==> src/rtl/rtc_disp_pkg.sv <==
// Shared constants for the RTC display sequencer: register addresses,
// sweep index ordering and FSM state encoding.
package rtc_disp_pkg;

  localparam int NUM_REGS = 9;

  localparam logic [7:0] ADDR_SEG        = 8'h21;
  localparam logic [7:0] ADDR_MIN        = 8'h22;
  localparam logic [7:0] ADDR_HORA       = 8'h23;
  localparam logic [7:0] ADDR_DIA        = 8'h24;
  localparam logic [7:0] ADDR_MES        = 8'h25;
  localparam logic [7:0] ADDR_YEAR       = 8'h26;
  localparam logic [7:0] ADDR_SEG_TIMER  = 8'h41;
  localparam logic [7:0] ADDR_MIN_TIMER  = 8'h42;
  localparam logic [7:0] ADDR_HORA_TIMER = 8'h43;

  localparam logic [3:0] IDX_SEG        = 4'd0;
  localparam logic [3:0] IDX_MIN        = 4'd1;
  localparam logic [3:0] IDX_HORA       = 4'd2;
  localparam logic [3:0] IDX_DIA        = 4'd3;
  localparam logic [3:0] IDX_MES        = 4'd4;
  localparam logic [3:0] IDX_YEAR       = 4'd5;
  localparam logic [3:0] IDX_SEG_TIMER  = 4'd6;
  localparam logic [3:0] IDX_MIN_TIMER  = 4'd7;
  localparam logic [3:0] IDX_HORA_TIMER = 4'd8;
  localparam logic [3:0] IDX_LAST       = IDX_HORA_TIMER;

  typedef enum logic [1:0] {
    ST_IDLE   = 2'd0,
    ST_REQ    = 2'd1,
    ST_GAP    = 2'd2,
    ST_COMMIT = 2'd3
  } state_t;

  // Maps a sweep index to its RTC register address.
  function automatic logic [7:0] addr_of(input logic [3:0] idx);
    logic [7:0] a;
    a = 8'h00;
    case (idx)
      IDX_SEG:        a = ADDR_SEG;
      IDX_MIN:        a = ADDR_MIN;
      IDX_HORA:       a = ADDR_HORA;
      IDX_DIA:        a = ADDR_DIA;
      IDX_MES:        a = ADDR_MES;
      IDX_YEAR:       a = ADDR_YEAR;
      IDX_SEG_TIMER:  a = ADDR_SEG_TIMER;
      IDX_MIN_TIMER:  a = ADDR_MIN_TIMER;
      IDX_HORA_TIMER: a = ADDR_HORA_TIMER;
      default:        a = 8'h00;
    endcase
    return a;
  endfunction

endpackage

==> src/rtl/rtc_alarm_latch.sv <==
// Alarm latch: sets on a committed zero-crossing of the countdown timer,
// clears on the alarm key; a set in the same cycle as a clear wins.
module rtc_alarm_latch #(
  parameter logic [7:0] ALARM_KEY = 8'h21
) (
  input  logic       clk,
  input  logic       reset_n,
  input  logic       commit,
  input  logic       old_timer_zero,
  input  logic       new_timer_zero,
  input  logic [7:0] tecla,
  input  logic       tecla_valid,
  output logic       alarm_ring
);

  logic set_alarm;
  logic clear_alarm;

  assign set_alarm   = commit && new_timer_zero && !old_timer_zero;
  assign clear_alarm = tecla_valid && (tecla == ALARM_KEY);

  always_ff @(posedge clk or negedge reset_n) begin
    if (!reset_n) begin
      alarm_ring <= 1'b0;
    end else if (set_alarm) begin
      alarm_ring <= 1'b1;
    end else if (clear_alarm) begin
      alarm_ring <= 1'b0;
    end
  end

endmodule

==> src/rtl/rtc_display_sequencer.sv <==
// Sweeps the nine RTC registers into shadow storage and commits them to the
// overlay outputs on a single edge, so the display never shows a torn time.
module rtc_display_sequencer
  import rtc_disp_pkg::*;
#(
  parameter int         REFRESH_FRAMES = 1,
  parameter int         ACK_TIMEOUT    = 255,
  parameter logic [7:0] ALARM_KEY      = 8'h21
) (
  input  logic       clk,
  input  logic       reset_n,
  input  logic       frame_tick,
  output logic       rd_req,
  output logic [7:0] rd_addr,
  input  logic       rd_ack,
  input  logic [7:0] rd_data,
  input  logic [7:0] tecla,
  input  logic       tecla_valid,
  output logic [7:0] seg_reg,
  output logic [7:0] min_reg,
  output logic [7:0] hora_reg,
  output logic [7:0] dia_reg,
  output logic [7:0] mes_reg,
  output logic [7:0] year_reg,
  output logic [7:0] seg_timer_reg,
  output logic [7:0] min_timer_reg,
  output logic [7:0] hora_timer_reg,
  output logic       alarm_ring,
  output logic       busy,
  output logic       err_timeout
);

  localparam logic [7:0] REFRESH_LAST = 8'(REFRESH_FRAMES - 1);
  localparam logic [7:0] TIMEOUT_LAST = 8'(ACK_TIMEOUT - 1);

  state_t     state;
  logic [7:0] frame_cnt;
  logic [7:0] tmo_cnt;
  logic [3:0] idx;
  logic [7:0] shadow [NUM_REGS];

  logic commit;
  logic old_timer_zero;
  logic new_timer_zero;

  assign commit         = (state == ST_COMMIT);
  assign old_timer_zero = (seg_timer_reg == 8'h00) && (min_timer_reg == 8'h00) &&
                          (hora_timer_reg == 8'h00);
  assign new_timer_zero = (shadow[IDX_SEG_TIMER] == 8'h00) &&
                          (shadow[IDX_MIN_TIMER] == 8'h00) &&
                          (shadow[IDX_HORA_TIMER] == 8'h00);

  // rd_req is high exactly in REQ, so an ack outside REQ never lands.
  always_ff @(posedge clk or negedge reset_n) begin
    if (!reset_n) begin
      state          <= ST_IDLE;
      frame_cnt      <= 8'h00;
      tmo_cnt        <= 8'h00;
      idx            <= 4'd0;
      rd_req         <= 1'b0;
      rd_addr        <= 8'h00;
      busy           <= 1'b0;
      err_timeout    <= 1'b0;
      seg_reg        <= 8'h00;
      min_reg        <= 8'h00;
      hora_reg       <= 8'h00;
      dia_reg        <= 8'h00;
      mes_reg        <= 8'h00;
      year_reg       <= 8'h00;
      seg_timer_reg  <= 8'h00;
      min_timer_reg  <= 8'h00;
      hora_timer_reg <= 8'h00;
      for (int i = 0; i < NUM_REGS; i++) shadow[i] <= 8'h00;
    end else begin
      case (state)
        ST_IDLE: begin
          if (frame_tick) begin
            if (frame_cnt == REFRESH_LAST) begin
              frame_cnt <= 8'h00;
              idx       <= 4'd0;
              tmo_cnt   <= 8'h00;
              rd_req    <= 1'b1;
              rd_addr   <= addr_of(4'd0);
              busy      <= 1'b1;
              state     <= ST_REQ;
            end else begin
              frame_cnt <= frame_cnt + 8'd1;
            end
          end
        end
        ST_REQ: begin
          if (rd_ack) begin
            shadow[idx] <= rd_data;
            rd_req      <= 1'b0;
            state       <= ST_GAP;
          end else if (tmo_cnt == TIMEOUT_LAST) begin
            // Abandon the sweep; committed outputs keep their last values.
            err_timeout <= 1'b1;
            rd_req      <= 1'b0;
            busy        <= 1'b0;
            for (int i = 0; i < NUM_REGS; i++) shadow[i] <= 8'h00;
            state       <= ST_IDLE;
          end else begin
            tmo_cnt <= tmo_cnt + 8'd1;
          end
        end
        ST_GAP: begin
          if (idx == IDX_LAST) begin
            state <= ST_COMMIT;
          end else begin
            idx     <= idx + 4'd1;
            tmo_cnt <= 8'h00;
            rd_req  <= 1'b1;
            rd_addr <= addr_of(idx + 4'd1);
            state   <= ST_REQ;
          end
        end
        ST_COMMIT: begin
          seg_reg        <= shadow[IDX_SEG];
          min_reg        <= shadow[IDX_MIN];
          hora_reg       <= shadow[IDX_HORA];
          dia_reg        <= shadow[IDX_DIA];
          mes_reg        <= shadow[IDX_MES];
          year_reg       <= shadow[IDX_YEAR];
          seg_timer_reg  <= shadow[IDX_SEG_TIMER];
          min_timer_reg  <= shadow[IDX_MIN_TIMER];
          hora_timer_reg <= shadow[IDX_HORA_TIMER];
          busy           <= 1'b0;
          state          <= ST_IDLE;
        end
        default: state <= ST_IDLE;
      endcase
    end
  end

  rtc_alarm_latch #(
    .ALARM_KEY(ALARM_KEY)
  ) u_alarm (
    .clk           (clk),
    .reset_n       (reset_n),
    .commit        (commit),
    .old_timer_zero(old_timer_zero),
    .new_timer_zero(new_timer_zero),
    .tecla         (tecla),
    .tecla_valid   (tecla_valid),
    .alarm_ring    (alarm_ring)
  );

endmodule

==> config.mk <==
export PLATFORM = sky130hd
export DESIGN_NAME = rtc_display_sequencer
export DESIGN_NICKNAME = d
export VERILOG_FILES = /design/src/rtl/rtc_disp_pkg.sv /design/src/rtl/rtc_alarm_latch.sv /design/src/rtl/rtc_display_sequencer.sv
export SDC_FILE = /design/constraint.sdc
export NUM_CORES = 1
export LEC_CHECK = 0
export ABC_AREA = 1
export ABC_CLOCK_PERIOD_IN_PS = 1700
export CAP_MARGIN = 20
export CORE_MARGIN = 2
export CORE_UTILIZATION = 25
export CTS_CLUSTER_DIAMETER = 40
export DETAILED_ROUTE_END_ITERATION = 6
export GPL_ROUTABILITY_DRIVEN = 0
export GPL_TIMING_DRIVEN = 0
export HOLD_SLACK_MARGIN = 0.12
export SLEW_MARGIN = 20
export SYNTH_ARGS = -nofsm -noshare
export SYNTH_HDL_FRONTEND = slang
export SYNTH_SLANG_ARGS = --single-unit
==> constraint.sdc <==
create_clock -name clk -period 1.7 [get_ports clk]
set_clock_uncertainty 0.1 [all_clocks]
set_input_delay 0.34 -clock clk [delete_from_list [all_inputs] [get_ports clk]]
set_output_delay 0.34 -clock clk [all_outputs]
set_load 0.005 [all_outputs]
==> run_results.csv, run 1 <==
group,metric,value,unit
logic_synthesis,synthesis.area,0.00754,mm^2
logic_synthesis,ys_ff_latch,175,
cts,root_buffer,"clkbuf_16",
sta,setup_ws,66.5,ps
worst_setup_path,slowest_stage,"dfrtp_1",
sta,hold_viol_final,0,
worst_setup_path,crit_path_end_kind,"flop",
logic_synthesis,ys_top_cells_by_area,"dfrtp_1, nand2_1, o21ai_0",
power,power_density,1360,mW/mm^2
place,pre_cts_slack,-428,ps
cts,htreeDepth,4,
logic_synthesis,yosysSeqAreaShare,0.581,
drt,drc,0,
worst_setup_path,r2r_slack,70,ps
floorplanning,core,0.0296,mm^2
final_layout,fin_cells,1393,
global_route,gr-usage-all-layers,0.130,
sta,tightest_slew,612,ps
drt,drt_iter0_drc,516,
cts,cts_tree,"yes",
logic_synthesis,synthCells,832,
sta,finalMaxSlewViolations,0,
global_route,antenna_found_initial,0,
final_layout,nets,1021,
cts,clk_latency,430,ps
job,maxCapViolations,0,
global_route,grt_pass1_vias,5828,
drt,ant_nets,0,
logic_synthesis,synth_flop_cell,"dfrtp_1",
final_layout,area_growth,32.9,%
logic_synthesis,synth.distinct_cells,33,
power,ir_drop,0.000680,V
worst_setup_path,crit_arrival,1840,ps
drt,dr.pass1.iters,5,
sta,min_period,1630,ps
cts,clockBufferDepth,2,
sta,finalCritPeriodShare,0.961,
place,portBuffers,101,
drt,vias,5983,
sta,relSlewSlack,0.592,
sta,finalSetupViolCount,0,
floorplanning,initial_core_util,0.254,
global_route,grt_pass1_wl,31500,um
logic_synthesis,post-synth-top-count-cell,"nand2_1",
logic_synthesis,synth_top_area_share,0.581,
logic_synthesis,yosys_warnings,0,
min_path,holdCritPathClass,"input port to flop",
global_route,grt_max_degree,100,
worst_setup_path,critical_path_buf_inv_count,1,
final_layout,antenna_cells,0,
place,hpwl,13500,um
logic_synthesis,synth_edf_count,0,
run_status,status,"complete, no violations",
logic_synthesis,synth_area_leader_cell,"dfrtp_1",
worst_setup_path,critical_path_required,1910,ps
floorplanning,ioPinCount,105,
final_layout,drive_above_1_share,0.159,
floorplanning,die_w,178,um
cts,clk_pin_slew,70,ps
sta,rsz0062_at_grt,"true",
worst_setup_path,slowest_delay,400,ps
drt,drt-vias-per-instance,4.30,
global_route,overflow,0,
final_layout,largest_reg_flops,72,
worst_setup_path,crit_path_start_kind,"flop",
floorplanning,dieArea,0.0316,mm^2
sta,fmax,612,MHz
power,p_leak,5.12,nW
floorplanning,fp-row-count,63,
cts,cts_buffers,17,
drt,routed_wl,19800,um
worst_setup_path,critPathMaxFanout,8,
worst_setup_path,critPathKind,"flop to flop",
logic_synthesis,avgSynthCellArea,9.06,um^2
cts,clkSinkCount,175,
floorplanning,die_h,178,um
final_layout,fillers,3127,
logic_synthesis,synthArstFlopShare,1.00,
worst_setup_path,crit_family,"simple AND/OR/NAND/NOR gates",
worst_setup_path,path_cells,"inv_2, ha_4, nand2_4, nor2_4, nand3_4, nand2_8, o21ai_4, nand2_1, o21ai_1",
logic_synthesis,synth_commonest_cells,"nand2_1, dfrtp_1, o21ai_0",
drt,avgRoutedWirePerCell,14.2,um
final_layout,regMostFlops,"shadow",
place,placed_cells,1326,
[area by class of cell]
type | count | area [um^2] | share of cell area
tap | 390 | 488 | 0.0487
sequential | 175 | 4380 | 0.438
buffer | 19 | 128 | 0.0127
inverter | 65 | 278 | 0.0277
clock inverter | 14 | 155 | 0.0155
timing repair buffer | 136 | 1200 | 0.120
clock buffer | 18 | 439 | 0.0439
multi-input combinational | 576 | 2940 | 0.294
[what timing repair did]
action | 4_1_cts | 5_1_grt
hold buffers | 1 | 0
setup endpoints to repair | 167 | 122
buffers inserted | 27 | 6
pin swaps | 3 | 18
gates resized for setup | 93 | 54
cloned | 1 | 0
hold endpoints to repair | 76 | 0
[where the power goes]
group | switching [W] | total [W] | internal [W]
sequential | 0.000593 | 0.00554 | 0.00495
clock | 0.00182 | 0.00393 | 0.00211
combinational | 0.00260 | 0.00416 | 0.00156
total | 0.00502 | 0.0136 | 0.00862
[layout by cell type, fill, tap and decap left out, types with 6 or more instances in the layout]
cell type        synthesis  layout
nand2_1                331     322
dfrtp_1                175     171
dlygate4sd2_1            0      81
inv_1                   58      54
o21ai_0                 63      54
o21ai_1                 40      48
buf_4                   10      43
nor2_1                  45      35
nand3_1                 22      21
clkdlybuf4s50_1          0      18
clkbuf_16                0      17
nand2_4                 10      11
nand2_2                  4      10
o21ai_4                  9       9
inv_2                    5       8
nor2_2                   0       8
nand4_1                  8       8
ha_1                    10       6
[worst reg2reg max path: stages, from the launching register on]
cell	delay, ps
dfrtp_1	400
inv_2	90
ha_4	130
nand2_4	40
nor2_4	130
nand3_4	160
nand2_8	200
o21ai_4	120
nand2_1	70
o21ai_1	60
[metal layers]
metal / up-vias / GRT usage / share of wire
li1: 2954 / - / -
met1: 2870 / 0.186 / 0.49
met2: 148 / 0.198 / 0.45
met3: 11 / 0.0302 / 0.054
met4: 0 / 0.0277 / 0.0052
met5: - / 0 / 0
[metrics by stage]
step                TNS [ps]  hold slack (ps)  area, um^2  total power (W)   util
global placement    -1277520              351        9040          0.00943  0.305
detailed placement    -22870              263        9080          0.00949  0.306
floorplan                  0            -55.6        7540          0.00779      -
finish                     0              325       10000           0.0136  0.338
global route            -613              331       10000           0.0145  0.338
CTS                        0              372        9830           0.0134  0.332
[logic make-up (layout without fill, tap and decap cells)]
| logic type | count (synthesis) | in the layout | synth area share |
|---|---|---|---|
| other | 1 | 3 | 0.000498 |
| and+or+nand+nor | 437 | 438 | 0.250 |
| adders and majority gates | 10 | 10 | 0.0166 |
| AOI/OAI and AO/OA | 121 | 121 | 0.0955 |
| buffers and inverters | 84 | 252 | 0.0515 |
| xor gates and xnor gates | 4 | 4 | 0.00465 |
| DFF | 175 | 175 | 0.581 |
[path summary, 6_finish.rpt]
check,end,depth (start not counted),start
worst max-delay path,shadow[45],9,tmo_cnt[0]
worst min-delay path,err_timeout,2,rd_ack
worst max register to register,shadow[45],9,tmo_cnt[0]
worst min register to register,seg_reg[4],2,shadow[68]
max in group asynchronous,shadow[35],3,reset_n
min in group asynchronous,frame_cnt[7],2,reset_n
Note: power is estimated with default switching activity, not from simulation.
==> run 2: changes to the inputs <==
Settings changed: SETUP_SLACK_MARGIN from default to 0.1, TNS_END_PERCENT from default to 10.
==> run 2 against run 1 <==
  * Non-clock buffer count fell by 16
  * Die area did not move
  * Critical path depth fell by 3
  * Setup slack improved by 26 ps
  * Via count fell by 2.0%
  * First-iteration DRC count fell by 0.78%
  * Global-route usage fell by 0.12 points
  * Wire length fell by 1.1%
  * Critical path type unchanged
==> run_results.csv, run 2 (synthesis results as in run 1) <==
group,metric,value,unit
cts,clockBufferDepth,2,
global_route,grt_pass1_vias,5739,
drt,avgRoutedWirePerCell,14.2,um
final_layout,area_growth,31.9,%
final_layout,drive_above_1_share,0.154,
drt,routed_wl,19600,um
drt,drc,0,
final_layout,antenna_cells,0,
cts,root_buffer,"clkbuf_16",
power,power_density,1390,mW/mm^2
power,p_leak,5.00,nW
floorplanning,dieArea,0.0316,mm^2
min_path,holdCritPathClass,"input port to async pin",
worst_setup_path,crit_arrival,1880,ps
global_route,grt_max_degree,100,
place,hpwl,13500,um
sta,finalSetupViolCount,0,
drt,drt_iter0_drc,512,
cts,clkSinkCount,175,
sta,fmax,622,MHz
floorplanning,initial_core_util,0.254,
global_route,overflow,0,
final_layout,regMostFlops,"shadow",
worst_setup_path,critPathKind,"flop to flop",
worst_setup_path,critical_path_required,1970,ps
drt,vias,5866,
power,ir_drop,0.000680,V
sta,hold_slack,314,ps
place,portBuffers,101,
floorplanning,fp-row-count,63,
global_route,gr-usage-all-layers,0.128,
cts,clk_pin_slew,70,ps
cts,cts_buffers,17,
final_layout,final_util,0.335,
floorplanning,ioPinCount,105,
drt,ant_nets,0,
cts,cts_tree,"yes",
final_layout,nets,1005,
sta,hold_viol_final,0,
worst_setup_path,crit_path_start_kind,"flop",
cts,htreeDepth,4,
floorplanning,die_h,178,um
sta,finalMaxSlewViolations,0,
global_route,antenna_found_initial,0,
global_route,grt_pass1_wl,31100,um
sta,finalCritPeriodShare,0.946,
floorplanning,die_w,178,um
drt,drt-vias-per-instance,4.26,
drt,dr.pass1.iters,4,
sta,rsz0062_at_grt,"true",
sta,min_period,1610,ps
worst_setup_path,critPathMaxFanout,4,
job,maxCapViolations,0,
final_layout,fillers,3119,
final_layout,final_cell_mix,"nand2_1, dfrtp_1, dlygate4sd2_1",
run_status,status,"complete, no violations",
final_layout,layout_commonest_cell,"nand2_1",
final_layout,largest_reg_flops,72,
worst_setup_path,crit_path_end_kind,"flop",
cts,clk_latency,430,ps
floorplanning,core,0.0296,mm^2
place,placed_cells,1326,
final_layout,fin_cells,1377,
[run 2: cell type report]
cell class | instances | area (um^2) | share of cell area
repair buffers | 120 | 1090 | 0.110
well taps | 390 | 488 | 0.0491
inverters | 65 | 285 | 0.0287
clock inverters | 14 | 155 | 0.0156
multi-input cells | 576 | 2970 | 0.298
clock buffers | 18 | 439 | 0.0442
plain buffers | 19 | 131 | 0.0132
flip-flops and latches | 175 | 4380 | 0.441
[run 2: critical path: stages (launching register included)]
cell and delay [ps]:
dfrtp_2 450, ha_1 260, ha_4 290, nand2_1 70, a21oi_2 170, nand3_1 130
nand2_1 80
[run 2: per-layer routing]
metal / vias to the layer above / track usage / wire, um / share of wire
met2: 156 / 0.195 / 8770 / 0.45
met5: - / 0 / 0 / 0
met3: 14 / 0.0302 / 1090 / 0.056
met4: 0 / 0.0290 / 163 / 0.0083
met1: 2781 / 0.185 / 9600 / 0.49
li1: 2915 / - / - / -
[run 2: worst paths after layout]
path	endpoint	start	slack [ps]	cells after the start
max	rd_addr[6]	idx[0]	90	6
min	frame_cnt[7]	reset_n	310	2
max reg2reg	rd_addr[6]	idx[0]	90	6
min reg2reg	seg_reg[4]	shadow[68]	370	2
max in group asynchronous	shadow[17]	reset_n	370	3
min in group clk	seg_reg[4]	shadow[68]	370	2
[run 2: through the flow]
step / total power (W) / instance area, um^2 / TNS, ps / worst slack, ps
4_1_cts: 0.0136 / 9770 / 0 / 6.54
5_1_grt: 0.0147 / 9940 / -22.3 / -11.4
6_report: 0.0138 / 9940 / 0 / 92.2
3_5_place_dp: 0.00949 / 9080 / -22870 / -428
2_1_floorplan: 0.00779 / 7540 / 0 / 104
3_3_place_gp: 0.00943 / 9040 / -1277520 / -7190
[run 2: what timing repair did]
| action | CTS | global route |
|---|---|---|
| pin swaps | 75 | 60 |
| cloned | 1 | 0 |
| endpoints found under the setup margin | 209 | 229 |
| hold buffers | 1 | 0 |
| buffers inserted | 12 | 5 |
| gates resized for setup | 139 | 53 |
| hold endpoints to repair | 76 | 0 |
[run 2: power breakdown]
| group | internal (W) | leakage [nW] | switching [W] | total [W] |
|---|---|---|---|---|
| registers | 0.00495 | 2.37 | 0.000594 | 0.00554 |
| clock network | 0.00211 | 0.285 | 0.00182 | 0.00393 |
| logic | 0.00163 | 2.35 | 0.00269 | 0.00432 |
| total | 0.00869 | 5.00 | 0.00510 | 0.0138 |
==> run 3: changes to the inputs <==
==> constraint.sdc (replaced) <==
create_clock -name clk -period 1.7 [get_ports clk]
set_clock_uncertainty 0.1 [all_clocks]
set_input_delay 0.255 -clock clk [delete_from_list [all_inputs] [get_ports clk]]
set_output_delay 0.255 -clock clk [all_outputs]
set_load 0.005 [all_outputs]
==> run 3 against run 2 <==
  * Largest power group unchanged
  * Wire length barely moved
  * Critical endpoint is now rd_addr[5]
  * Sequential cell count is the same
  * Combinational power down 0.9%
==> run_results.csv, run 3 (synthesis results as in run 1) <==
group,metric,value,unit
place,portBuffers,101,
cts,cts_tree,"yes",
drt,drt-vias-per-instance,4.31,
power,pwr-share-seq,0.404,
floorplanning,die_h,178,um
cts,root_buffer,"clkbuf_16",
drt,drc,0,
final_layout,final_cell_mix,"nand2_1, dfrtp_1, dlygate4sd2_1",
sta,finalCritPeriodShare,0.946,
drt,drt_iter0_drc,472,
place,hpwl,13500,um
cts,htreeDepth,4,
power,p_leak,5.02,nW
final_layout,final_area,0.00993,mm^2
final_layout,nets,1001,
floorplanning,dieArea,0.0316,mm^2
final_layout,fillers,3125,
sta,finalMaxSlewViolations,0,
worst_setup_path,crit_path_end_kind,"flop",
sta,rsz0062_at_grt,"true",
global_route,gr-usage-all-layers,0.128,
drt,route.met3.wl,1110,um
final_layout,area_growth,31.7,%
sta,tightest_slew,602,ps
final_layout,layout_commonest_cell,"nand2_1",
min_path,min_path_cells,2,
worst_setup_path,crit_arrival,1820,ps
cts,clockBufferDepth,2,
worst_setup_path,critPathKind,"flop to flop",
sta,finalSetupViolCount,0,
worst_setup_path,r2r_cells,8,
worst_setup_path,r2r_slack,90,ps
power,p_int,0.00866,W
cts,cts_buffers,17,
floorplanning,initial_core_util,0.254,
worst_setup_path,crit_path_start_kind,"flop",
floorplanning,core,0.0296,mm^2
final_layout,drive_above_1_share,0.154,
sta,fmax,622,MHz
drt,wl_met1,9520,um
cts,clk_pin_slew,70,ps
power,switching_share,0.371,
place,placed_area,0.00908,mm^2
cts,clkSinkCount,175,
final_layout,largest_reg_flops,72,
drt,routed_wl,19600,um
final_layout,regMostFlops,"shadow",
final_layout,antenna_cells,0,
final_layout,fin_cells,1373,
power,power_frac_clock,0.286,
global_route,antenna_found_initial,0,
floorplanning,fp-row-count,63,
power,pwr-share-comb,0.311,
job,maxCapViolations,0,
drt,avgRoutedWirePerCell,14.3,um
place,placed_cells,1326,
global_route,grt_pass1_vias,5712,
floorplanning,ioPinCount,105,
worst_setup_path,critPathMaxFanout,9,
final_layout,final_util,0.335,
power,power_density,1390,mW/mm^2
cts,clk_latency,430,ps
global_route,overflow,0,
floorplanning,die_w,178,um
drt,vias,5911,
power,ir_drop,0.000680,V
drt,wl_met2,8840,um
sta,min_period,1610,ps
global_route,grt_max_degree,100,
min_path,holdCritPathClass,"input port to flop",
drt,ant_nets,0,
power,p_sw,0.00511,W
sta,hold_viol_final,0,
worst_setup_path,critical_path_required,1920,ps
sta,relSlewSlack,0.599,
run_status,status,"complete, no violations",
drt,dr.pass1.iters,7,
global_route,grt_pass1_wl,31000,um
drt,top_layer,"met4",
run 3: cell count changes in the layout (fill, tap and decap cells not counted), sizes merged:
cell and change:
clkdlybuf4s15 -9, buf -4, dlygate4sd2 +8, dlymetal6s2s +1
run 3: what timing repair did:
action | CTS | global route
gates resized for setup | 140 | 47
setup endpoints to repair | 209 | 156
hold buffers | 1 | 0
pin swaps | 75 | 76
gates cloned | 1 | 0
endpoints found under the hold margin | 76 | 0
setup buffers | 8 | 5
run 3: metrics by stage:
step	power, W	hold WS [ps]	setup TNS (ps)	setup WS [ps]
finish	0.0138	250	0	91.3
global route	0.0146	246	-104	-30.5
CTS	0.0135	317	0	10.1
detailed placement	0.00949	178	-15650	-343
global placement	0.00943	351	-1255630	-7110
floorplan	0.00779	-141	0	104
run 3: final cells by class:
class                   instances  area (um^2)  area share
plain buffers                  19          131      0.0132
clock buffers                  18          439      0.0442
clock inverters                14          155      0.0156
inverters                      65          285      0.0287
multi-input cells             576         2990       0.301
flip-flops and latches        175         4380       0.442
well taps                     390          488      0.0492
repair buffers                116         1050       0.106
run 3: critical path, cell delays in order (launching register included):
cell,delay (ps)
dfrtp_2,460
nor2_2,190
nand2_2,130
inv_2,160
nand3_4,120
nand2_4,130
inv_2,90
nand2_1,80
o21ai_2,50
run 3: path summary, 6_finish.rpt:
check | to | startpoint
max reg2reg | rd_addr[5] | state[1]
min reg2reg | seg_reg[4] | shadow[68]
max in group asynchronous | shadow[35] | reset_n
max | rd_addr[5] | state[1]
min in group asynchronous | frame_cnt[7] | reset_n
min | err_timeout | rd_ack
run 3: power groups by stage:
stage / Clock, W / Combinational [W] / Sequential, W
floorplan: 0 / 0.00230 / 0.00549
global route: 0.00418 / 0.00479 / 0.00567
CTS: 0.00400 / 0.00395 / 0.00554
finish: 0.00394 / 0.00428 / 0.00556
detailed placement: 0 / 0.00386 / 0.00563
global placement: 0 / 0.00380 / 0.00562
run 3: metal layers:
metal | GRT usage | vias to the layer above
li1 | - | 2916
met1 | 0.183 | 2817
met2 | 0.194 | 162
met3 | 0.0302 | 16
met4 | 0.0290 | 0
met5 | 0 | -
